==> src/rtl/mem_arbiter_pkg.sv <==
// Shared definitions for the fetch/data RAM arbiter: access codes and response-owner encoding.
package mem_arbiter_pkg;
    localparam logic [2:0] ACC_B  = 3'b000;
    localparam logic [2:0] ACC_H  = 3'b001;
    localparam logic [2:0] ACC_W  = 3'b010;
    localparam logic [2:0] ACC_BU = 3'b100;
    localparam logic [2:0] ACC_HU = 3'b101;

    typedef enum logic {
        OWN_IF = 1'b0,
        OWN_D  = 1'b1
    } owner_e;
endpackage

==> src/rtl/mem_align_chk.sv <==
// Combinational legality screen: access code plus low address bits -> legal flag.
module mem_align_chk
    import mem_arbiter_pkg::*;
(
    input  logic [2:0] i_access,
    input  logic [1:0] i_addr_lo,
    output logic       o_legal
);
    always_comb begin
        o_legal = 1'b0;
        case (i_access)
            ACC_B, ACC_BU: o_legal = 1'b1;
            ACC_H, ACC_HU: o_legal = ~i_addr_lo[0];
            ACC_W:         o_legal = (i_addr_lo == 2'b00);
            default:       o_legal = 1'b0;
        endcase
    end
endmodule

==> src/rtl/mem_arbiter.sv <==
// Single-port RAM arbiter between instruction fetch and load/store, with a one-cycle
// registered response routed back to the granted requester and fetch starvation bound.
module mem_arbiter
    import mem_arbiter_pkg::*;
#(
    parameter int ADDR_W     = 32,
    parameter int STARVE_MAX = 4
) (
    input  logic              clk,
    input  logic              rstn,
    input  logic              if_req,
    input  logic [ADDR_W-1:0] if_addr,
    output logic              if_gnt,
    output logic              if_rvalid,
    output logic [31:0]       if_rdata,
    output logic              if_err,
    input  logic              d_req,
    input  logic              d_we,
    input  logic [2:0]        d_access,
    input  logic [ADDR_W-1:0] d_addr,
    input  logic [31:0]       d_wdata,
    output logic              d_gnt,
    output logic              d_rvalid,
    output logic [31:0]       d_rdata,
    output logic              d_err,
    output logic              ram_load,
    output logic              ram_store,
    output logic [2:0]        ram_access,
    output logic [ADDR_W-1:0] ram_addr,
    output logic [31:0]       ram_wdata,
    input  logic [31:0]       ram_rdata
);
    localparam int SW = $clog2(STARVE_MAX + 1);
    localparam logic [SW-1:0] C_STARVE_MAX = SW'(STARVE_MAX);

    logic          w_if_legal, w_d_legal;
    logic          w_if_win, w_d_win, w_any_gnt, w_bad, w_load;
    logic [SW-1:0] r_starve;
    logic          r_resp_valid, r_resp_err, r_resp_is_load;
    owner_e        r_resp_owner;

    mem_align_chk u_if_chk (
        .i_access  (ACC_W),
        .i_addr_lo (if_addr[1:0]),
        .o_legal   (w_if_legal)
    );

    mem_align_chk u_d_chk (
        .i_access  (d_access),
        .i_addr_lo (d_addr[1:0]),
        .o_legal   (w_d_legal)
    );

    // Data has priority unless fetch has been held off for STARVE_MAX cycles.
    // Gating with rstn keeps every strobe low while reset is asserted.
    always_comb begin
        w_if_win  = rstn && if_req && (!d_req || r_starve == C_STARVE_MAX);
        w_d_win   = rstn && d_req && !w_if_win;
        w_any_gnt = w_if_win || w_d_win;
        w_bad     = w_if_win ? !w_if_legal : !w_d_legal;
        w_load    = w_if_win ? 1'b1 : !d_we;
    end

    assign if_gnt     = w_if_win;
    assign d_gnt      = w_d_win;
    assign ram_load   = w_any_gnt && !w_bad && w_load;
    assign ram_store  = w_d_win && w_d_legal && d_we;
    assign ram_access = w_if_win ? ACC_W : d_access;
    assign ram_addr   = w_if_win ? if_addr : d_addr;
    assign ram_wdata  = d_wdata;

    always_ff @(posedge clk or negedge rstn) begin
        if (!rstn) begin
            r_starve <= '0;
        end else if (!if_req || w_if_win) begin
            r_starve <= '0;
        end else if (w_d_win && r_starve != C_STARVE_MAX) begin
            r_starve <= r_starve + 1'b1;
        end
    end

    always_ff @(posedge clk or negedge rstn) begin
        if (!rstn) begin
            r_resp_valid   <= 1'b0;
            r_resp_owner   <= OWN_IF;
            r_resp_err     <= 1'b0;
            r_resp_is_load <= 1'b0;
        end else begin
            r_resp_valid <= w_any_gnt;
            if (w_any_gnt) begin
                r_resp_owner   <= w_if_win ? OWN_IF : OWN_D;
                r_resp_err     <= w_bad;
                r_resp_is_load <= w_load;
            end
        end
    end

    // RAM data is only forwarded for a legal load; stores and errors return zero.
    always_comb begin
        if_rvalid = r_resp_valid && (r_resp_owner == OWN_IF);
        d_rvalid  = r_resp_valid && (r_resp_owner == OWN_D);
        if_err    = if_rvalid && r_resp_err;
        d_err     = d_rvalid && r_resp_err;
        if_rdata  = (if_rvalid && r_resp_is_load && !r_resp_err) ? ram_rdata : 32'h0;
        d_rdata   = (d_rvalid && r_resp_is_load && !r_resp_err) ? ram_rdata : 32'h0;
    end
endmodule

==> config.mk <==
export PLATFORM = sky130hd
export DESIGN_NAME = mem_arbiter
export DESIGN_NICKNAME = d
export VERILOG_FILES = /design/src/rtl/mem_arbiter_pkg.sv /design/src/rtl/mem_align_chk.sv /design/src/rtl/mem_arbiter.sv
export SDC_FILE = /design/constraint.sdc
export NUM_CORES = 1
export LEC_CHECK = 0
export BUFFER_PORTS_ARGS = -buffer_cell sky130_fd_sc_hd__buf_2
export CORE_AREA = 2 2 106 108
export CTS_CLUSTER_DIAMETER = 30
export DETAILED_ROUTE_END_ITERATION = 10
export DIE_AREA = 0 0 108 110
export GPL_TIMING_DRIVEN = 1
export MAX_ROUTING_LAYER = met4
export PLACE_DENSITY = 0.56
export SLEW_MARGIN = 0
export SYNTH_ARGS = -nofsm -noshare
export SYNTH_HDL_FRONTEND = slang
export SYNTH_SLANG_ARGS = --single-unit
==> constraint.sdc <==
create_clock -name clk -period 5.3 [get_ports clk]
set_clock_uncertainty 0.15 [all_clocks]
set_input_delay 0.795 -clock clk [delete_from_list [all_inputs] [get_ports clk]]
set_output_delay 0.795 -clock clk [all_outputs]
set_load 0.03 [all_outputs]
==> results.sh, run 1 <==
export IMPL_io_buffer_count=210
export IMPL_syn_inst=189
export IMPL_dp_cells=497
export IMPL_max_freq_ghz=0.303
export IMPL_synthTopCellsByCount="and2_1 (67), buf_4 (32), mux2_4 (25)"
export IMPL_syn2layout_area_growth_pct=58.0
export IMPL_root_buffer="clkbuf_8"
export IMPL_leakagePower_nw=1.57
export IMPL_cts_tree="yes"
export IMPL_nNetsFinal=500
export IMPL_cp_max_fo=37
export IMPL_fin_util_pct=24.2
export IMPL_core_area_um2=10700
export IMPL_tightest_slew_ns=0.829
export IMPL_diodes=0
export IMPL_gp_congestion=0.695
export IMPL_drcViolationCount=0
export IMPL_synthFlopType="dfrtp_1"
export IMPL_dp_final_hpwl_mm=5.26
export IMPL_io_pin_count=275
export IMPL_syn_avg_cell_area_um2=8.69
export IMPL_start_kind="primary input"
export IMPL_seq_area_frac_synth_pct=10.7
export IMPL_drt_vias_per_instance=3.79
export IMPL_stdcell_count=501
export IMPL_drv_cap=0
export IMPL_crit_type="primary input to output port"
export IMPL_yosysTopAreaCell="and2_1"
export IMPL_final_max_slew_viol_count=0
export IMPL_synth_nets=327
export IMPL_first_pass_iters=3
export IMPL_finalHoldViolations=0
export IMPL_clockBufferDepth=2
export IMPL_dr_first_iter_drc_count=33
export IMPL_antenna_found_initial=0
export IMPL_finalSetupViolations=0
export IMPL_grt_pass1_vias=1558
export IMPL_synth_warnings=0
export IMPL_netlist_area_um2=1640
export IMPL_tns_ns=0
export IMPL_grt_max_degree=38
export IMPL_routed_wl_mm=5.91
export IMPL_worstSetupEndpointType="output port"
export IMPL_yosysMostFrequentCell="and2_1"
export IMPL_drive_above_1_share_pct=69.0
export IMPL_post_cts_buffers=0
export IMPL_run_status="finished clean"
export IMPL_overflow=0
export IMPL_synth_seq_cells=7
export IMPL_ctsHoldBuffers=0
export IMPL_synth_edf_count=0
export IMPL_ctsResizeCount=0
export IMPL_cp_arrival_ns=2.36
export IMPL_ir_worst_vdd_uv=69.2
export IMPL_cts_reportedPaths_clkPinSlew_ns=0.04
export IMPL_power_uw=354
export IMPL_powerDensity_nw_per_um2=137
export IMPL_rows=38
export IMPL_insertion_delay_ns=0.22
export IMPL_clock_sinks=7
export IMPL_initial_core_util_pct=15.3
export IMPL_worst_slack_ns=1.99
export IMPL_hp_class="primary input to asynchronous set/reset pin"
export IMPL_synth_async_reset_ratio_pct=100
export IMPL_cp_required_ns=4.36
export IMPL_post_drt_wl_per_cell_um=11.8
export IMPL_reg2regPathDepth=6
export IMPL_yosys_area_top_type_share_pct=25.5
export IMPL_htree_num_levels=1
export IMPL_numCtsBuffers=3
export IMPL_layout_min_cycle_time_ns=3.31
export IMPL_fp_dieW_um=108
export IMPL_relSlewSlack_pct=44.7
export IMPL_die_area_um2=11900
export IMPL_dr_total_vias=1898
export IMPL_rsz0062_at_grt="false"
export IMPL_netlist_top_cells_area="and2_1 (26%), mux2_4 (23%), buf_4 (15%)"
export IMPL_ys_types=33
export IMPL_die_h_um=110
export IMPL_drtAntennaViolNets=0
export IMPL_period_share_pct=62.4
export IMPL_grt_usage_pct=8.36
export IMPL_grt_pass1_wl_mm=7.71
export IMPL_dp_slack_ns=1.96
## critical path: stages
cell,delay [ns]
buf_2,0.26
nand2_1,0.14
or2_4,0.28
inv_6,0.31
mux2_2,0.38
buf_2,0.17
## area by class of cell
| type | count | area, um^2 |
|---|---|---|
| well taps | 140 | 175 |
| repair buffers | 210 | 1050 |
| flip-flops and latches | 7 | 175 |
| fillers | 1190 | 8100 |
| multi-input cells | 135 | 1120 |
| inverters | 5 | 23.8 |
| clock buffers | 4 | 45.0 |
## logic make-up after synthesis
group	after synthesis	synth area share (%)
mux	32	27.7
compound gates	13	6.25
buf+inv	47	20.9
simple gates	88	33.0
fa+ha+maj	2	1.52
flops	7	10.7
## per-stage QoR
stage / hold slack, ns / cell area, um^2
6_report: 0.295 / 2590
5_1_grt: 0.310 / 2590
4_1_cts: 0.299 / 2590
3_5_place_dp: 0.402 / 2550
3_3_place_gp: 0.399 / 2550
2_1_floorplan: 0.339 / 1640
## per-layer routing
| metal | GRT usage [%] | routed length, um |
|---|---|---|
| met5 | - | 0 |
| met2 | 13.4 | 2890 |
| met3 | 1.41 | 575 |
| met1 | 10.9 | 2390 |
| met4 | 2.38 | 59 |
## worst paths after layout
check | startpoint | to | slack (ns)
max in group asynchronous | rstn | r_resp_is_load | 4.48
max | rstn | ram_addr[2] | 1.99
min reg2reg | r_starve[1] | r_starve[1] | 0.40
min in group clk | r_starve[1] | r_starve[1] | 0.40
max reg2reg | r_starve[0] | r_resp_is_load | 3.52
min | rstn | r_starve[2] | 0.30
## cells in the final DEF, fill, tap and decap left out, types with 2 or more instances in the layout
cell type  count
nor2b_1        2
dfrtp_1        7
a21oi_1        2
mux2_4        25
nand3_1        3
buf_2        210
nand2_1        4
and2_1        67
inv_1          4
ha_1           2
clkbuf_8       3
a21boi_0       3
nor2_1         3
and3b_1        2
o21ai_0        2
mux2_2         7
## state kept, by name, summed over array words and instances, names as in the netlist
signal / flops
r_resp_is_load: 1
r_resp_valid: 1
r_resp_owner: 1
r_resp_err: 1
r_starve: 3
## power by group
| part | internal, mW | switching, mW |
|---|---|---|
| combinational | 0.0895 | 0.129 |
| clock | 0.0519 | 0.0212 |
| sequential | 0.0577 | 0.00536 |
No activity file was read; power rests on OpenSTA's default activity.
==> inputs of run 2 (changes only) <==
Settings changed: PLACE_DENSITY 0.56 to 0.58.
Clock period 5.3 ns to 2.95 ns, I/O delays scaled along.
==> results.sh, run 2 (same netlist as run 1, synthesis figures left out) <==
export IMPL_met1_length_mm=2.46
export IMPL_leakagePower_nw=1.58
export IMPL_start_kind="flop"
export IMPL_grt_pass1_wl_mm=7.62
export IMPL_fin_area_um2=2620
export IMPL_post_cts_buffers=0
export IMPL_wl_met3_um=598
export IMPL_insertion_delay_ns=0.23
export IMPL_crit_chain="inv_1 > ha_1 > a21boi_4 > or2_4 > inv_6 > mux2_2 > buf_2"
export IMPL_hp_class="primary input to asynchronous set/reset pin"
export IMPL_clockBufferDepth=2
export IMPL_ctsHoldBuffers=0
export IMPL_relSlewSlack_pct=72.7
export IMPL_post_drt_wl_per_cell_um=11.7
export IMPL_critPathSlowestCell="dfrtp_1"
export IMPL_dp_final_hpwl_mm=5.17
export IMPL_post_dp_cell_area_um2=2570
export IMPL_cts_tree="yes"
export IMPL_ctsResizeCount=0
export IMPL_tightest_slew_ns=0.410
export IMPL_crit_type="flop to output port"
export IMPL_max_freq_ghz=0.363
export IMPL_core_area_um2=10700
export IMPL_dr_first_iter_drc_count=31
export IMPL_fp_dieW_um=108
export IMPL_drcViolationCount=0
export IMPL_largest_reg_flops=3
export IMPL_overflow=0
export IMPL_critPathTopFamily="buffers and inverters"
export IMPL_io_pin_count=275
export IMPL_routed_wl_mm=5.89
export IMPL_rsz0062_at_grt="false"
export IMPL_routed_wl_met2_mm=2.79
export IMPL_finalHoldViolations=0
export IMPL_nNetsFinal=503
export IMPL_finalSetupViolations=0
export IMPL_io_buffer_count=210
export IMPL_path_buf_inv=3
export IMPL_dr_total_vias=1951
export IMPL_cp_required_ns=2.36
export IMPL_htree_num_levels=1
export IMPL_layout_min_cycle_time_ns=2.75
export IMPL_numCtsBuffers=3
export IMPL_initial_core_util_pct=15.3
export IMPL_cp_arrival_ns=2.16
export IMPL_critPathMaxStageDelay_ns=0.39
export IMPL_tns_ns=0
export IMPL_final_common_cell="buf_2"
export IMPL_regMostFlops="r_starve"
export IMPL_final_max_slew_viol_count=0
export IMPL_dr_max_layer_used="met4"
export IMPL_root_buffer="clkbuf_8"
export IMPL_diodes=0
export IMPL_powerDensity_nw_per_um2=248
export IMPL_drive_above_1_share_pct=69.2
export IMPL_drtAntennaViolNets=0
export IMPL_grt_pass1_vias=1587
export IMPL_clock_sinks=7
export IMPL_worstSetupEndpointType="output port"
export IMPL_cp_max_fo=37
export IMPL_power_uw=648
export IMPL_drt_vias_per_instance=3.87
export IMPL_grt_max_degree=38
export IMPL_antenna_found_initial=0
export IMPL_cts_reportedPaths_clkPinSlew_ns=0.04
export IMPL_nFillCells=1169
export IMPL_final_cell_mix="buf_2 (210), and2_1 (67), mux2_4 (25)"
export IMPL_first_pass_iters=3
export IMPL_die_h_um=110
export IMPL_syn2layout_area_growth_pct=59.4
export IMPL_rows=38
export IMPL_period_share_pct=93.3
export IMPL_drv_cap=0
export IMPL_gp_congestion=0.728
export IMPL_run_status="finished clean"
export IMPL_fin_util_pct=24.5
export IMPL_ir_worst_vdd_uv=122
export IMPL_grt_usage_pct=8.23
export IMPL_die_area_um2=11900
run 2: cell count changes in the layout (fill, tap and decap cells not counted), sizes merged:
cell,delta
buf,+3
run 2: area by class of cell:
class                      instances  area [um^2]  area share, %
clock buffer                       4         45.0           1.72
sequential                         7          175           6.70
timing repair buffer             213         1070           41.0
tap                              140          175           6.70
multi-input combinational        135         1120           42.9
inverter                           5         23.8          0.909
run 2: worst paths after layout:
| check | startpoint | endpoint | slack, ns | depth (start not counted) |
|---|---|---|---|---|
| min | rstn | r_starve[2] | 0.007 | 2 |
| max | r_starve[0] | ram_addr[2] | 0.20 | 7 |
| max in group asynchronous | rstn | r_starve[1] | 2.49 | 2 |
| max reg2reg | r_starve[0] | r_resp_is_load | 1.20 | 6 |
| min reg2reg | r_resp_owner | r_resp_owner | 0.40 | 2 |
| min in group clk | if_req | r_starve[1] | 0.36 | 2 |
run 2: where the power goes:
part | total [mW] | internal (mW) | switching, mW
combinational | 0.398 | 0.164 | 0.235
clock | 0.138 | 0.0938 | 0.0444
sequential | 0.111 | 0.104 | 0.00774
run 2: metal layers:
| layer | up-vias | track usage (%) |
|---|---|---|
| li1 | 940 | - |
| met1 | 854 | 10.3 |
| met2 | 151 | 13.9 |
| met3 | 6 | 1.35 |
| met4 | 0 | 2.01 |
| met5 | - | - |
run 2: through the flow:
step	cells	hold slack (ns)	setup WS, ns
2_1_floorplan	189	-0.00309	0.628
3_3_place_gp	500	0.240	0.475
3_5_place_dp	500	0.250	0.427
4_1_cts	504	0.00724	0.179
5_1_grt	504	0.0313	0.0661
6_report	504	0.00745	0.198
==> inputs of run 3 (changes only) <==
--- a/config.mk
+++ b/config.mk
@@ -8,2 +8,3 @@
 export BUFFER_PORTS_ARGS = -buffer_cell sky130_fd_sc_hd__buf_2
+export CAP_MARGIN = 10
 export CORE_AREA = 2 2 106 108
@@ -15,3 +16,3 @@
 export PLACE_DENSITY = 0.58
-export SLEW_MARGIN = 0
+export SLEW_MARGIN = 20
 export SYNTH_ARGS = -nofsm -noshare
--- a/constraint.sdc
+++ b/constraint.sdc
@@ -4,2 +4,2 @@
 set_output_delay 0.4425 -clock clk [all_outputs]
-set_load 0.03 [all_outputs]
+set_load 0.1 [all_outputs]
==> results.sh, run 3 (same netlist as run 1, synthesis figures left out) <==
export IMPL_clockBufferDepth=2
export IMPL_numCtsBuffers=3
export IMPL_post_drt_wl_per_cell_um=12.5
export IMPL_period_share_pct=94.7
export IMPL_first_pass_iters=2
export IMPL_hold_start="if_req"
export IMPL_grt_pass1_vias=1880
export IMPL_crit_start="r_starve[0]"
export IMPL_run_status="finished clean"
export IMPL_powerDensity_nw_per_um2=354
export IMPL_dp_slack_ns=0.336
export IMPL_grt_usage_pct=9.38
export IMPL_initial_core_util_pct=15.3
export IMPL_cts_reportedPaths_clkPinSlew_ns=0.04
export IMPL_grt_max_degree=33
export IMPL_relSlewSlack_pct=67.2
export IMPL_nNetsFinal=505
export IMPL_dr_first_iter_drc_count=40
export IMPL_routed_wl_mm=6.33
export IMPL_finalHoldViolations=0
export IMPL_gp_congestion=0.746
export IMPL_regMostFlops="r_starve"
export IMPL_drcViolationCount=0
export IMPL_cts_tree="yes"
export IMPL_crit_type="flop to output port"
export IMPL_diodes=0
export IMPL_core_area_um2=10700
export IMPL_final_cell_mix="buf_2 (185), and2_1 (37), and2_2 (30)"
export IMPL_antenna_found_initial=0
export IMPL_drive_above_1_share_pct=78.4
export IMPL_tns_ns=0
export IMPL_hp_class="primary input to flop"
export IMPL_dp_final_hpwl_mm=5.82
export IMPL_rows=38
export IMPL_drt_vias_per_instance=3.97
export IMPL_io_pin_count=275
export IMPL_stdcell_count=506
export IMPL_r2r_start="r_starve[0]"
export IMPL_start_kind="flop"
export IMPL_final_max_slew_viol_count=0
export IMPL_cp_max_fo=23
export IMPL_max_freq_ghz=0.358
export IMPL_cp_required_ns=2.36
export IMPL_worstSetupEndpointType="output port"
export IMPL_rsz0062_at_grt="false"
export IMPL_overflow=0
export IMPL_ir_worst_vdd_uv=142
export IMPL_syn2layout_area_growth_pct=87.7
export IMPL_final_common_cell="buf_2"
export IMPL_worst_slack_ns=0.156
export IMPL_post_cts_buffers=0
export IMPL_leakagePower_nw=1.76
export IMPL_drv_cap=0
export IMPL_fp_dieW_um=108
export IMPL_tightest_slew_ns=0.496
export IMPL_die_h_um=110
export IMPL_power_mw=1.09
export IMPL_insertion_delay_ns=0.22
export IMPL_htree_num_levels=1
export IMPL_grt_pass1_wl_mm=8.59
export IMPL_drtAntennaViolNets=0
export IMPL_r2r_slack_ns=1.34
export IMPL_largest_reg_flops=3
export IMPL_finalSetupViolations=0
export IMPL_io_buffer_count=210
export IMPL_die_area_um2=11900
export IMPL_clock_sinks=7
export IMPL_layout_min_cycle_time_ns=2.79
export IMPL_dr_total_vias=2011
export IMPL_root_buffer="clkbuf_8"
export IMPL_dp_cells=501
export IMPL_cp_arrival_ns=2.20
run 3: cell types whose count changed in the layout (fill, tap and decap cells not counted), moves of 2 or more:
cell | before | now
and2_1 | 67 | 37
and2_2 | 0 | 30
buf_12 | 0 | 26
buf_2 | 210 | 185
nor2b_1 | 2 | 0
run 3: worst paths after layout:
kind	endpoint	cells past startpoint
max in group asynchronous	r_resp_err	3
max	ram_addr[20]	8
min reg2reg	r_resp_is_load	1
min in group asynchronous	r_starve[2]	3
min	r_starve[2]	2
max reg2reg	r_resp_is_load	6
run 3: cell type report:
cell class / count / area [um^2]
Timing Repair Buffer: 215 / 1480
Sequential cell: 7 / 175
Multi-Input combinational cell: 135 / 1180
Tap cell: 140 / 175
Clock buffer: 4 / 45.0
Inverter: 5 / 26.3
Fill cell: 1107 / 7620
run 3: critical path, cell delays in order (launching register included):
cell      delay, ns
dfrtp_1        0.39
inv_1          0.08
ha_1           0.22
a21boi_4       0.09
or2_4          0.30
inv_8          0.18
buf_12         0.20
mux2_4         0.33
buf_12         0.17
run 3: repair_timing:
item                                    CTS  global route
hold endpoints to repair                  3             0
endpoints found under the setup margin    0             1
hold buffers                              1             0
resized for setup                         0             1
run 3: power breakdown:
group	leakage, nW	switching, mW	internal (mW)
combinational	1.65	0.598	0.248
clock	0.0228	0.0382	0.0932
sequential	0.0857	0.00953	0.104
total	1.76	0.646	0.445
run 3: per-layer routing:
| layer | wire length (um) | track usage (%) |
|---|---|---|
| met5 | 0 | - |
| met4 | 49 | 2.20 |
| met3 | 775 | 1.94 |
| met2 | 3240 | 18.2 |
| met1 | 2270 | 9.66 |
run 3: per-stage QoR:
| stage | utilization [%] | area (um^2) | hold WS [ns] |
|---|---|---|---|
| 3_5_place_dp | 28.3 | 3020 | 0.236 |
| 5_1_grt | 28.8 | 3080 | 0.365 |
| 2_1_floorplan | - | 1700 | -0.00309 |
| 4_1_cts | 28.8 | 3080 | 0.353 |
| 3_3_place_gp | 28.3 | 3020 | 0.233 |
| 6_report | 28.8 | 3080 | 0.354 |
